==> src/rtl/lc3b_types.sv <==
// Shared types for the wishbone round-robin memory arbiter: FSM states,
// requester indices and small index helpers.
package lc3b_types;

  typedef enum logic [1:0] {
    ST_IDLE    = 2'd0,
    ST_GRANT   = 2'd1,
    ST_RELEASE = 2'd2
  } arb_state_t;

  typedef logic [1:0] arb_req_t;

  localparam int unsigned NUM_REQ = 3;

  localparam arb_req_t REQ_IC = 2'd0;
  localparam arb_req_t REQ_DC = 2'd1;
  localparam arb_req_t REQ_PF = 2'd2;

  function automatic logic [NUM_REQ-1:0] req_onehot(input arb_req_t idx);
    logic [NUM_REQ-1:0] one;
    one = {{(NUM_REQ-1){1'b0}}, 1'b1};
    return one << idx;
  endfunction

  function automatic arb_req_t req_after(input arb_req_t base, input int unsigned step);
    return arb_req_t'((32'(base) + step) % NUM_REQ);
  endfunction

endpackage

==> src/rtl/rr_pick.sv <==
// Combinational round-robin picker: nearest requester after last_owner wins,
// last_owner itself has lowest priority.
module rr_pick
  import lc3b_types::*;
(
  input  logic [NUM_REQ-1:0] req,
  input  arb_req_t           last_owner,
  output logic [NUM_REQ-1:0] gnt,
  output arb_req_t           idx
);

  arb_req_t cand;

  always_comb begin
    gnt  = '0;
    idx  = REQ_IC;
    cand = REQ_IC;
    // Farthest candidate first, so the nearest hit overwrites and wins.
    for (int unsigned k = NUM_REQ; k >= 1; k--) begin
      cand = req_after(last_owner, k);
      if (req[cand]) begin
        gnt = req_onehot(cand);
        idx = cand;
      end
    end
  end

endmodule

==> src/rtl/wb_rr_arbiter.sv <==
// Three-requester wishbone arbiter (icache, dcache, prefetcher) onto one memory
// port: round-robin ownership, one-cycle release gap, abort and timeout handling.
module wb_rr_arbiter
  import lc3b_types::*;
#(
  parameter int unsigned TIMEOUT = 64
) (
  input  logic         CLK,
  input  logic         rst_n,

  input  logic         icache_arb_cyc,
  input  logic         icache_arb_stb,
  input  logic [11:0]  icache_arb_adr,
  input  logic [15:0]  icache_arb_sel,
  input  logic [127:0] icache_arb_dat_m,
  output logic [127:0] icache_arb_dat_s,
  output logic         icache_arb_ack,
  output logic         icache_arb_rty,

  input  logic         dcache_arb_cyc,
  input  logic         dcache_arb_stb,
  input  logic         dcache_arb_we,
  input  logic [11:0]  dcache_arb_adr,
  input  logic [15:0]  dcache_arb_sel,
  input  logic [127:0] dcache_arb_dat_m,
  output logic [127:0] dcache_arb_dat_s,
  output logic         dcache_arb_ack,
  output logic         dcache_arb_rty,

  input  logic         pf_arb_cyc,
  input  logic         pf_arb_stb,
  input  logic [11:0]  pf_arb_adr,
  input  logic [15:0]  pf_arb_sel,
  input  logic [127:0] pf_arb_dat_m,
  output logic [127:0] pf_arb_dat_s,
  output logic         pf_arb_ack,
  output logic         pf_arb_rty,

  output logic         arb_mem_cyc,
  output logic         arb_mem_stb,
  output logic         arb_mem_we,
  output logic [11:0]  arb_mem_adr,
  output logic [15:0]  arb_mem_sel,
  output logic [127:0] arb_mem_dat_m,
  input  logic [127:0] arb_mem_dat_s,
  input  logic         arb_mem_ack,

  output logic [2:0]   grant,
  output logic         timeout_err
);

  localparam int unsigned CW = (TIMEOUT > 1) ? $clog2(TIMEOUT) : 1;
  localparam logic [CW-1:0] WAIT_LAST = CW'(TIMEOUT - 1);

  arb_state_t          state_q, state_d;
  arb_req_t            owner_q, owner_d;
  arb_req_t            last_owner_q, last_owner_d;
  logic [CW-1:0]       wait_q, wait_d;
  logic                err_q, err_d;

  logic [NUM_REQ-1:0]  req_stb;
  logic [NUM_REQ-1:0]  pick_gnt;
  arb_req_t            pick_idx;

  logic                in_grant;
  logic                own_stb;
  logic                own_cyc;
  logic                ack_fwd;

  assign req_stb = {pf_arb_stb, dcache_arb_stb, icache_arb_stb};

  rr_pick u_pick (
    .req        (req_stb),
    .last_owner (last_owner_q),
    .gnt        (pick_gnt),
    .idx        (pick_idx)
  );

  always_comb begin
    unique case (owner_q)
      REQ_IC: begin
        own_stb       = icache_arb_stb;
        own_cyc       = icache_arb_cyc;
        arb_mem_adr   = icache_arb_adr;
        arb_mem_sel   = icache_arb_sel;
        arb_mem_dat_m = icache_arb_dat_m;
      end
      REQ_DC: begin
        own_stb       = dcache_arb_stb;
        own_cyc       = dcache_arb_cyc;
        arb_mem_adr   = dcache_arb_adr;
        arb_mem_sel   = dcache_arb_sel;
        arb_mem_dat_m = dcache_arb_dat_m;
      end
      default: begin
        own_stb       = pf_arb_stb;
        own_cyc       = pf_arb_cyc;
        arb_mem_adr   = pf_arb_adr;
        arb_mem_sel   = pf_arb_sel;
        arb_mem_dat_m = pf_arb_dat_m;
      end
    endcase
  end

  always_comb begin
    state_d      = state_q;
    owner_d      = owner_q;
    last_owner_d = last_owner_q;
    wait_d       = wait_q;
    err_d        = err_q;
    unique case (state_q)
      ST_IDLE: begin
        if (|pick_gnt) begin
          state_d = ST_GRANT;
          owner_d = pick_idx;
          wait_d  = '0;
        end
      end
      ST_GRANT: begin
        // Any exit (ack, abort, timeout) rotates priority past this owner.
        if (!own_stb || arb_mem_ack || (wait_q == WAIT_LAST)) begin
          state_d      = ST_RELEASE;
          last_owner_d = owner_q;
          if (own_stb && !arb_mem_ack) begin
            err_d = 1'b1;
          end
        end else begin
          wait_d = wait_q + 1'b1;
        end
      end
      ST_RELEASE: state_d = ST_IDLE;
      default:    state_d = ST_IDLE;
    endcase
  end

  always_ff @(posedge CLK) begin
    if (!rst_n) begin
      state_q      <= ST_IDLE;
      owner_q      <= REQ_IC;
      last_owner_q <= REQ_PF;
      wait_q       <= '0;
      err_q        <= 1'b0;
    end else begin
      state_q      <= state_d;
      owner_q      <= owner_d;
      last_owner_q <= last_owner_d;
      wait_q       <= wait_d;
      err_q        <= err_d;
    end
  end

  assign in_grant    = (state_q == ST_GRANT);
  assign arb_mem_stb = in_grant & own_stb;
  assign arb_mem_cyc = in_grant & own_cyc;
  assign arb_mem_we  = in_grant & (owner_q == REQ_DC) & dcache_arb_we;
  assign ack_fwd     = in_grant & own_stb & arb_mem_ack;

  assign icache_arb_ack = ack_fwd & (owner_q == REQ_IC);
  assign dcache_arb_ack = ack_fwd & (owner_q == REQ_DC);
  assign pf_arb_ack     = ack_fwd & (owner_q == REQ_PF);

  assign icache_arb_rty = icache_arb_stb & ~icache_arb_ack;
  assign dcache_arb_rty = dcache_arb_stb & ~dcache_arb_ack;
  assign pf_arb_rty     = pf_arb_stb & ~pf_arb_ack;

  assign icache_arb_dat_s = arb_mem_dat_s;
  assign dcache_arb_dat_s = arb_mem_dat_s;
  assign pf_arb_dat_s     = arb_mem_dat_s;

  assign grant       = in_grant ? req_onehot(owner_q) : '0;
  assign timeout_err = err_q;

endmodule
==> config.mk <==
export PLATFORM = sky130hd
export DESIGN_NAME = wb_rr_arbiter
export DESIGN_NICKNAME = d
export VERILOG_FILES = /design/src/rtl/lc3b_types.sv /design/src/rtl/rr_pick.sv /design/src/rtl/wb_rr_arbiter.sv
export SDC_FILE = /design/constraint.sdc
export NUM_CORES = 1
export LEC_CHECK = 0
export ABC_AREA = 0
export CORE_AREA = 2 2 455 457
export DETAILED_ROUTE_END_ITERATION = 10
export DIE_AREA = 0 0 457 459
export PLACE_DENSITY = 0.32
export SLEW_MARGIN = 20
export SYNTH_ARGS = -nofsm -noshare
export SYNTH_HDL_FRONTEND = slang
export SYNTH_SLANG_ARGS = --single-unit
==> constraint.sdc <==
create_clock -name CLK -period 2.7 [get_ports CLK]
set_clock_uncertainty 0.2 [all_clocks]
set_input_delay 0.27 -clock CLK [delete_from_list [all_inputs] [get_ports CLK]]
set_output_delay 0.27 -clock CLK [all_outputs]
set_load 0.01 [all_outputs]
-- Yosys cells after proc, flatten, opt, wreduce, memory -nomap -nowiden
Cells that the tools add are included.
- bits in registers: 13
- output and inout bits: 553
- $add $sub $neg: 4
- divide/modulo/power cells: 3
- order comparisons: 3
- equal/unequal tests: 7
- shift operators: 4
- mux-type cells: 24
- bitwise gates (word level): 14
- reduce and logical (&&, ||, !) cells: 14
- operators with widths (kind ; number):
    128-bit case mux with 2 select lines ; 1
    32-bit by 2-bit remainder unit with 32-bit output (second input constant) ; 3
    16-bit case mux with 2 select lines ; 1
    12-bit case mux with 2 select lines ; 1
    3-bit 2-to-1 mux ; 4
    6-bit 2-to-1 mux ; 2
    6-bit case mux with 2 select lines ; 1
    1-bit by 2-bit left shift with 3-bit output (first input constant) ; 4
    1-bit AND ; 11
    2-bit 2-to-1 mux ; 5
    2-bit by 3-bit < comparator with 1-bit output (second input constant) ; 3
    2-bit by 2-bit adder with 3-bit output (second input constant) ; 2
    6-bit by 1-bit adder with 6-bit output (second input constant) ; 1
    1-bit binary-select mux with 2-bit select ; 3
    6-bit equality test (second input constant) ; 1
    2-bit AND reduction ; 3
    3-bit AND reduction ; 2
    2-bit by 1-bit equality test with 1-bit output (second input constant) ; 2
    2-bit zero test ; 2
    2-bit != test (second input constant) ; 2
    1-bit case mux with 2 select lines ; 2
    2-bit case mux with 2 select lines ; 1
    2-bit by 1-bit adder with 3-bit output (second input constant) ; 1
    1-bit 2-to-1 mux ; 3
    8 further kinds ; 12

-- Depth between registers and ports, before layout
Gate-level depths: netlist of run 1.
- depth after elaboration: 10
- gate-level depth with buffers: 8

-- Hierarchy
From an unflattened synthesis of run 1, not the netlist that was laid out.
- cells, all modules: 1035
- area, all modules: 7085.5 um2
- modules (own cells, without submodules) (module ; instances ; cells each ; area each (um2) ; sequential area each (um2)):
    wb_rr_arbiter ; 1 ; 992 ; 6795.3 ; 260.2
    rr_pick ; 1 ; 43 ; 290.3 ; 0.0

-- Least setup slack after synthesis of run 1
Ideal clock, no wire load.
- path type: reg2reg
- start point: register last_owner_q[0]
- end point: register wait_q[5]
- library setup time: 0.122 ns
- arrival: 2.003 ns
- required time: 2.378 ns
- slack: 0.376 ns
- stages on the path, launching flop included: 9
- buffers on the path: 0
- period minus slack after synthesis: 2.324 ns
- path through: dfxtp_1 inv_1 ha_1 mux2i_1 o21ai_1 or3_1 o211ai_2 nor3b_2 o311a_1
- word-level cells in the longest chain between the ends: 10
- elaborated cells on any way between the ends: 21
- classes of those cells: 3 x add/sub; 3 x div; 1 x eq/ne; 3 x shift; 9 x mux; 2 x reduce/logical
- RTL lines (item ; RTL line ; source):
    from (decl) ; wb_rr_arbiter.sv:57 ; arb_req_t last_owner_q, last_owner_d;
    from (signal assigned) ; wb_rr_arbiter.sv:146 ; last_owner_q <= last_owner_d;
    2-bit by 2-bit adder with 3-bit output ; lc3b_types.sv:26 ; return arb_req_t'((32'(base) + step) % NUM_REQ);
    32-bit by 2-bit remainder unit with 32-bit output ; lc3b_types.sv:26 ;
    1-bit binary-select mux with 2-bit select ; rr_pick.sv:21 ; if (req[cand]) begin
    1-bit 2-to-1 mux (implied by the code) ; rr_pick.sv:21 ;
    3-bit 2-to-1 mux (2 in series) ; rr_pick.sv:21 ;
    3-bit 2-to-1 mux (*) ; rr_pick.sv:21 ;
    3-bit OR reduction (*) ; wb_rr_arbiter.sv:113 ; if (|pick_gnt) begin
    2-bit != test (no source line) (*) ; - ;
    3-bit AND reduction (no source line) (*) ; - ;
    to (signal assigned) ; wb_rr_arbiter.sv:147 ; wait_q <= wait_d;
    to (decl) ; wb_rr_arbiter.sv:58 ; logic [CW-1:0] wait_q, wait_d;
Mark *: on every way between the ends. The rest lies on a longest branch, timed or not. The select of a mux whose other input is x is not followed.
A chain may end at the register's enable or synchronous reset.

-- Worst setup path in the final report of run 1
- start point: register owner_q[0]
- end point: output icache_arb_ack
- word-level cells in the longest chain between the ends: 5
- elaborated cells on any way between the ends: 6
- classes of those cells: 1 x eq/ne; 1 x mux; 3 x bitwise; 1 x reduce/logical
- RTL lines (item ; RTL line ; source):
    from (decl) ; wb_rr_arbiter.sv:56 ; arb_req_t owner_q, owner_d;
    from (signal assigned) ; wb_rr_arbiter.sv:145 ; owner_q <= owner_d;
    2-bit by 1-bit equality test with 1-bit output or 2-bit zero test (tied branches) ; wb_rr_arbiter.sv:80, wb_rr_arbiter.sv:158 ;
    1-bit case mux with 2 select lines ; wb_rr_arbiter.sv:80 ; unique case (owner_q)
    1-bit AND (2 in series) ; wb_rr_arbiter.sv:156 ; assign ack_fwd = in_grant & own_stb & arb_mem_ack;
    1-bit AND (*) ; wb_rr_arbiter.sv:158 ; assign icache_arb_ack = ack_fwd & (owner_q == REQ_IC);
    to (decl) ; wb_rr_arbiter.sv:17 ; output logic icache_arb_ack,
Mark *: on every way between the ends. The rest lies on a longest branch, timed or not.

==> results of run 1 <==
==> logic make-up after synthesis <==
| family | after synthesis | share of synthesized area [%] |
|---|---|---|
| fa+ha+maj | 5 | 0.8842 |
| xor+xnor | 1 | 0.1238 |
| mux | 166 | 23.70 |
| flops | 13 | 3.678 |
| simple gates | 207 | 12.43 |
| buf+inv | 449 | 44.53 |
| compound gates | 188 | 14.66 |
==> area by class of cell <==
cell class | instances | share of cell area [%]
Inverter | 9 | 0.2225
Antenna cell | 26 | 0.4285
Clock buffer | 4 | 0.5191
Sequential cell | 13 | 1.763
Timing Repair Buffer | 695 | 50.50
Multi-Input combinational cell | 567 | 24.28
Tap cell | 2704 | 22.28
==> power by group through the flow <==
stage                     sequential, W  clock [W]  combinational, W
after floorplan                0.000243          0           0.00276
final                          0.000271   0.000286           0.00685
after global routing           0.000275   0.000303           0.00722
after global placement         0.000268          0           0.00685
after CTS                      0.000268   0.000287           0.00690
after detailed placement       0.000269          0           0.00685
==> cell usage after synthesis, types with 2 or more instances <==
master	number
buf_4	385
clkbuf_1	38
mux2i_1	163
nor2b_1	4
o21a_1	2
and3_1	4
nor3_1	3
dfxtp_1	13
nand3_1	4
ha_1	5
nand2_1	165
a41o_1	2
o311a_1	3
a21o_1	2
buf_2	16
and2_1	3
nand2b_1	3
o21ai_0	160
inv_1	9
a21oi_1	3
a21oi_2	2
nor2_1	12
==> what timing repair did <==
| item | CTS | global route |
|---|---|---|
| setup buffers | 0 | 1 |
| hold endpoints to repair | 0 | 0 |
| resized for setup | 9 | 10 |
| setup endpoints to repair | 6 | 14 |
| cloned | 0 | 3 |
==> registers in the layout (all words and copies together), names as in the netlist <==
signal	cells
wait_q	6
last_owner_q	2
owner_q	2
state_q	2
timeout_err	1
==> worst max-delay path, delay by kind of cell (launching register included) <==
| family | cells | cell delay (ps) |
|---|---|---|
| buf+inv | 4 | 1250 |
| flops | 1 | 360 |
| simple gates | 1 | 290 |
==> routing by layer <==
layer	wire (um)	part of all wire, %	global-route usage [%]	vias up
met2	67060	45	21.95	1181
met3	34700	23	14.84	583
li1	-	-	-	3624
met1	41210	28	10.71	3899
met4	5409	3.6	3.194	204
met5	1444	0.96	0.3215	-
==> worst max path at each step <==
stage / startpoint / endpoint / slack (ps) / cells past startpoint
after floorplan: last_owner_q[0] / wait_q[5] / 380 / 8
after global placement: dcache_arb_stb / icache_arb_ack / -60 / 7
after detailed placement: dcache_arb_stb / icache_arb_ack / -50 / 7
after CTS: owner_q[0] / arb_mem_dat_m[54] / 10 / 5
after global routing: owner_q[0] / icache_arb_ack / -0.5 / 5
final: owner_q[0] / icache_arb_ack / 30 / 5
==> metrics by stage <==
| stage | hold slack, ps | setup TNS [ps] |
|---|---|---|
| finish | 316.6 | 0 |
| global route | 340.0 | -0.4619 |
| CTS | 334.9 | 0 |
| detailed placement | 308.0 | -82.00 |
| global placement | 301.4 | -70.56 |
| floorplan | 232.4 | 0 |
==> flow_summary_export.csv, run 1 <==
group,metric,value,unit
routing,dr.pass1.iters,6,
synthesis,yosysSeqAreaShare,3.678,%
floorplan,fp.dieH,459,um
pwr,power_density,487.9,nW/um^2
routing,routed_wl,149800,um
cts,clk_latency,250,ps
cts,cts_max_level,1,
synthesis,synthFlopType,"dfxtp_1",
cts,clockRootBuffer,"clkbuf_16",
critical_path,cp_common_cell,"clkbuf_16",
critical_path,crit_required,2230,ps
critical_path,end_kind,"primary output",
cts,cts.sinks,13,
critical_path,crit_type,"flip-flop to primary output",
routing,wire_per_inst,37.29,um
floorplan,rows,167,
critical_path,r2r_start,"last_owner_q[0]",
pwr,power.internal,0.003999,W
sta,hold_viol,0,
routing,via_per_inst,2.362,
placed_design,dpl_worst_slack,-49.22,ps
global_routing,antenna_found_initial,250,
cts,cts_hold_buf,0,
pwr,switchingPower,0.003410,W
critical_path,crit_path_top_delay_cell,"clkdlybuf4s50_1",
placed_design,gp_congestion,0.8360,
pwr,ir_drop,206.5,uV
synthesis,synth_area,7076,um^2
critical_path,ff2ff_setup_slack,140,ps
hold_path,hold_path.class,"flip-flop to flip-flop",
placed_design,io_buffers,646,
hold_path,min_path_cells,2,
synthesis,syn_nets,1640,
routing,vias,9491,
global_routing,grt_pass1_vias,8749,
synthesis,synth_area_per_cell,6.876,um^2
critical_path,rr_worst_depth,8,
layout,multi_input_area,3687,um^2
synthesis,syn_inst,1029,
layout,drive_gt1_share,10.64,%
sta,min_period_over_period,98.99,%
hold_path,hold_path_end,"timeout_err",
sta,setup-violations-final,0,
cts,cts_tree,"yes",
synthesis,synth-edff-count,0,
routing,drc_errors,0,
hold_path,min-delay-start,"timeout_err",
sta,slew-limit-headroom,58.40,%
run_status,outcome,"finished, final reports clean",
synthesis,netlist.area_leader.share,40.85,%
synthesis,synth.area.top_cells,"buf_4, mux2i_1, o21ai_0",
pwr,seq_power_share,3.7,%
placed_design,placedCellCount,3984,
layout,nNetsFinal,1900,
cts,path_clk_slew,50,ps
layout,syn2layout_area_growth,114.6,%
cts,clockBufferDepth,2,
floorplan,core_area,205600,um^2
layout,final_cell_mix,"clkdlybuf4s50_1, nand2_1, mux2i_1, o21ai_0, buf_12",
sta,max_slew.worst_pin.slew,622.1,ps
pwr,clkPwrFrac,3.9,%
layout,regArea,267.8,um^2
critical_path,crit_chain,"buf_12 > clkbuf_16 > clkbuf_16 > nor3_2 > clkdlybuf4s50_1",
routing,final_antenna_net_count,0,
pwr,sw_frac_of_total,46.03,%
sta,setup_ws,27.31,ps
pwr,p_total,0.007409,W
routing,drt-initial-drc-count,476,
placed_design,dp_hpwl,141500,um
global_routing,grt_max_degree,63,
global_routing,grt_overflow,0,
critical_path,arrival,2200,ps
pwr,p_leak,4.436,nW
floorplan,num_io_pins,1159,
layout,fillCellCount,24195,
cts,cts_buffers,3,
floorplan,die_w,457,um
synthesis,synth-seq-cells,13,
floorplan,die_area,209800,um^2
synthesis,yosys.area.top_type,"buf_4",
sta,fmax,0.3742,GHz
global_routing,grt_util_all_layers,13.47,%
layout,post-route-util,7.385,%
run,drv_cap,0,
floorplan,initial_core_util,3.441,%
critical_path,start_kind,"flip-flop",
layout,final_cells,4018,
placed_design,place_area,14880,um^2
critical_path,timing.rr.end,"wait_q[5]",
synthesis,yosysUniqueCellTypes,50,
sta,report.final.slew_viol_count,0,
pwr,comb_power_share,92.5,%
synthesis,ys_warn_count,0,
layout,final_common_cell,"clkdlybuf4s50_1",
sta,final.min_clock_period,2673,ps
critical_path,crit_path_max_incr_delay,620,ps
layout,final_area,15180,um^2
global_routing,grt_first_pass_wirelength,168100,um
synthesis,async_flop_share,0,%
critical_path,cp_max_fo,17,
Power figures use the tool's default switching activity.
==> run 2: changes to the inputs <==
--- a/config.mk
+++ b/config.mk
@@ -6,10 +6,11 @@
 export NUM_CORES = 1
 export LEC_CHECK = 0
 export ABC_AREA = 0
-export CORE_AREA = 2 2 455 457
+export CORE_AREA = 2 2 449 451
 export DETAILED_ROUTE_END_ITERATION = 10
-export DIE_AREA = 0 0 457 459
-export PLACE_DENSITY = 0.32
+export DIE_AREA = 0 0 451 453
+export PLACE_DENSITY = 0.33
+export RECOVER_POWER = 100
 export SLEW_MARGIN = 20
 export SYNTH_ARGS = -nofsm -noshare
 export SYNTH_HDL_FRONTEND = slang
==> constraint.sdc (replaced) <==
create_clock -name CLK -period 2.15 [get_ports CLK]
set_clock_uncertainty 0.2 [all_clocks]
set_input_delay 0.215 -clock CLK [delete_from_list [all_inputs] [get_ports CLK]]
set_output_delay 0.215 -clock CLK [all_outputs]
set_load 0.01 [all_outputs]
==> run 2 against run 1 <==
Against the previous run: first-iteration DRC count grew 58%; the run now ends with setup timing left; critical path type unchanged; via count up 4.9%; die area is 2.6% lower; largest cell class unchanged; worst hold slack got worse by 87 ps; cell area is 11% higher; sequential share of layout area shrank 0.13 points; clock power is 23% higher; count of clock-buffer cells in the layout unchanged.
==> flow_summary_export.csv, run 2 (same netlist as run 1, synthesis figures left out) <==
group,metric,value,unit
sta,hold_ws,230.0,ps
hold_path,min-delay-start,"arb_mem_dat_s[20]",
floorplan,core_area,199200,um^2
critical_path,ff2ff_setup_slack,-70,ps
layout,syn2layout_area_growth,138.1,%
floorplan,num_io_pins,1159,
floorplan,rows,164,
routing,final_antenna_net_count,0,
floorplan,die_area,204300,um^2
floorplan,die_w,451,um
routing,via_per_inst,2.433,
routing,vias,9953,
cts,clk_latency,240,ps
sta,final.min_clock_period,2301,ps
sta,hold_viol,0,
global_routing,grt_util_all_layers,13.72,%
routing,routed_wl,147400,um
cts,cts_hold_buf,0,
pwr,p_leak,5.323,nW
critical_path,r2r_start,"last_owner_q[0]",
hold_path,min_path_cells,0,
layout,regMostFlops,"wait_q",
sta,setup-violations-final,51,
pwr,p_total,0.01134,W
cts,cts_buffers,3,
global_routing,grt_first_pass_wirelength,167100,um
pwr,ir_drop,224.1,uV
routing,wire_per_inst,36.03,um
global_routing,antenna_found_initial,246,
routing,drt-initial-drc-count,750,
global_routing,grt_pass1_vias,9056,
run_status,violations,"setup timing",
layout,largest_reg_flops,6,
layout,final_common_cell,"clkdlybuf4s50_1",
cts,cts_tree,"yes",
sta,rsz0062_at_grt,"true",
placed_design,placedCellCount,3974,
cts,path_clk_slew,50,ps
critical_path,start_kind,"flip-flop",
critical_path,end_kind,"primary output",
cts,clockBufferDepth,2,
critical_path,timing.rr.end,"owner_q[1]",
pwr,power_density,673.1,nW/um^2
global_routing,grt_max_degree,49,
critical_path,arrival,1890,ps
sta,min_period_over_period,107.0,%
run_status,outcome,"finished with violations",
floorplan,fp.dieH,453,um
floorplan,initial_core_util,3.551,%
placed_design,dp_hpwl,136400,um
placed_design,io_buffers,646,
sta,report.final.slew_viol_count,0,
layout,final_cells,4090,
hold_path,hold_path.class,"primary input to primary output",
run,drv_cap,0,
sta,slew-limit-headroom,60.90,%
sta,fmax,0.4345,GHz
critical_path,crit_type,"flip-flop to primary output",
layout,nNetsFinal,2000,
cts,cts.sinks,13,
placed_design,gp_congestion,0.8844,
critical_path,crit_required,1740,ps
critical_path,cp_max_fo,3,
cts,cts_max_level,1,
critical_path,rr_worst_depth,9,
sta,max_slew.worst_pin.slew,584.6,ps
hold_path,hold_path_end,"dcache_arb_dat_s[20]",
layout,final_cell_mix,"clkdlybuf4s50_1, nand2_1, mux2i_1, buf_4, buf_12",
layout,drive_gt1_share,31.84,%
routing,drc_errors,0,
global_routing,grt_overflow,0,
sta,setup_ws,-151.4,ps
cts,clockRootBuffer,"clkbuf_16",
routing,dr.pass1.iters,5,
-- run 2: worst max-delay path, cell delays in order (launching register included) --
cell and delay, ps:
dfxtp_4 350, buf_6 110, mux2_4 300, mux2i_4 180
nor2_4 70, nand2_4 90, nor3_4 70, buf_6 120
nor2b_4 210, buf_12 130
-- run 2: final cells by class --
class / instances / area [um^2]
fill: 23125 / 182400
timing repair buffer: 795 / 8574
multi-input combinational: 567 / 4443
tap: 2656 / 3323
sequential: 13 / 275.3
antenna: 46 / 115.1
clock buffer: 4 / 78.83
inverter: 9 / 38.79
-- run 2: per-layer routing --
metal	wire (um)	GRT usage, %
met3	25920	11.09
met5	907	0.5131
met2	72240	24.04
met1	44210	12.28
met4	4074	2.503
-- run 2: timing repair --
| action | in CTS | in global routing |
|---|---|---|
| pin swaps | 16 | 35 |
| cloned | 11 | 2 |
| resized for setup | 614 | 189 |
| setup endpoints to repair | 171 | 149 |
| setup buffers | 52 | 26 |
-- run 2: worst max path at each step --
stage                    startpoint        endpoint  slack [ps]  cells after the start
finish                   owner_q[0]  icache_arb_rty        -150                      9
global route             owner_q[0]  icache_arb_rty        -220                      9
CTS                      owner_q[0]      arb_mem_we        -200                      6
detailed placement   icache_arb_stb  dcache_arb_rty        -820                     10
global placement     icache_arb_stb  dcache_arb_rty        -850                     10
floorplan           last_owner_q[0]       wait_q[3]         -20                      8
-- run 2: metrics by stage --
step / util, % / setup WS, ps / instance area, um^2 / TNS, ps
after floorplan: - / -18.59 / 7097 / -55.77
after global placement: 7.586 / -850.6 / 15120 / -20810
after detailed placement: 7.586 / -820.1 / 15120 / -20040
after CTS: 8.186 / -202.6 / 16310 / -3613
after global routing: 8.407 / -217.7 / 16750 / -7725
final: 8.456 / -151.4 / 16850 / -2520
-- run 2: power by group --
group	total, W	internal (W)	switching, W
logic	0.0107	0.00575	0.00492
registers	0.000320	0.000283	0.0000365
clock network	0.000352	0.000250	0.000102
total	0.0113	0.00628	0.00506
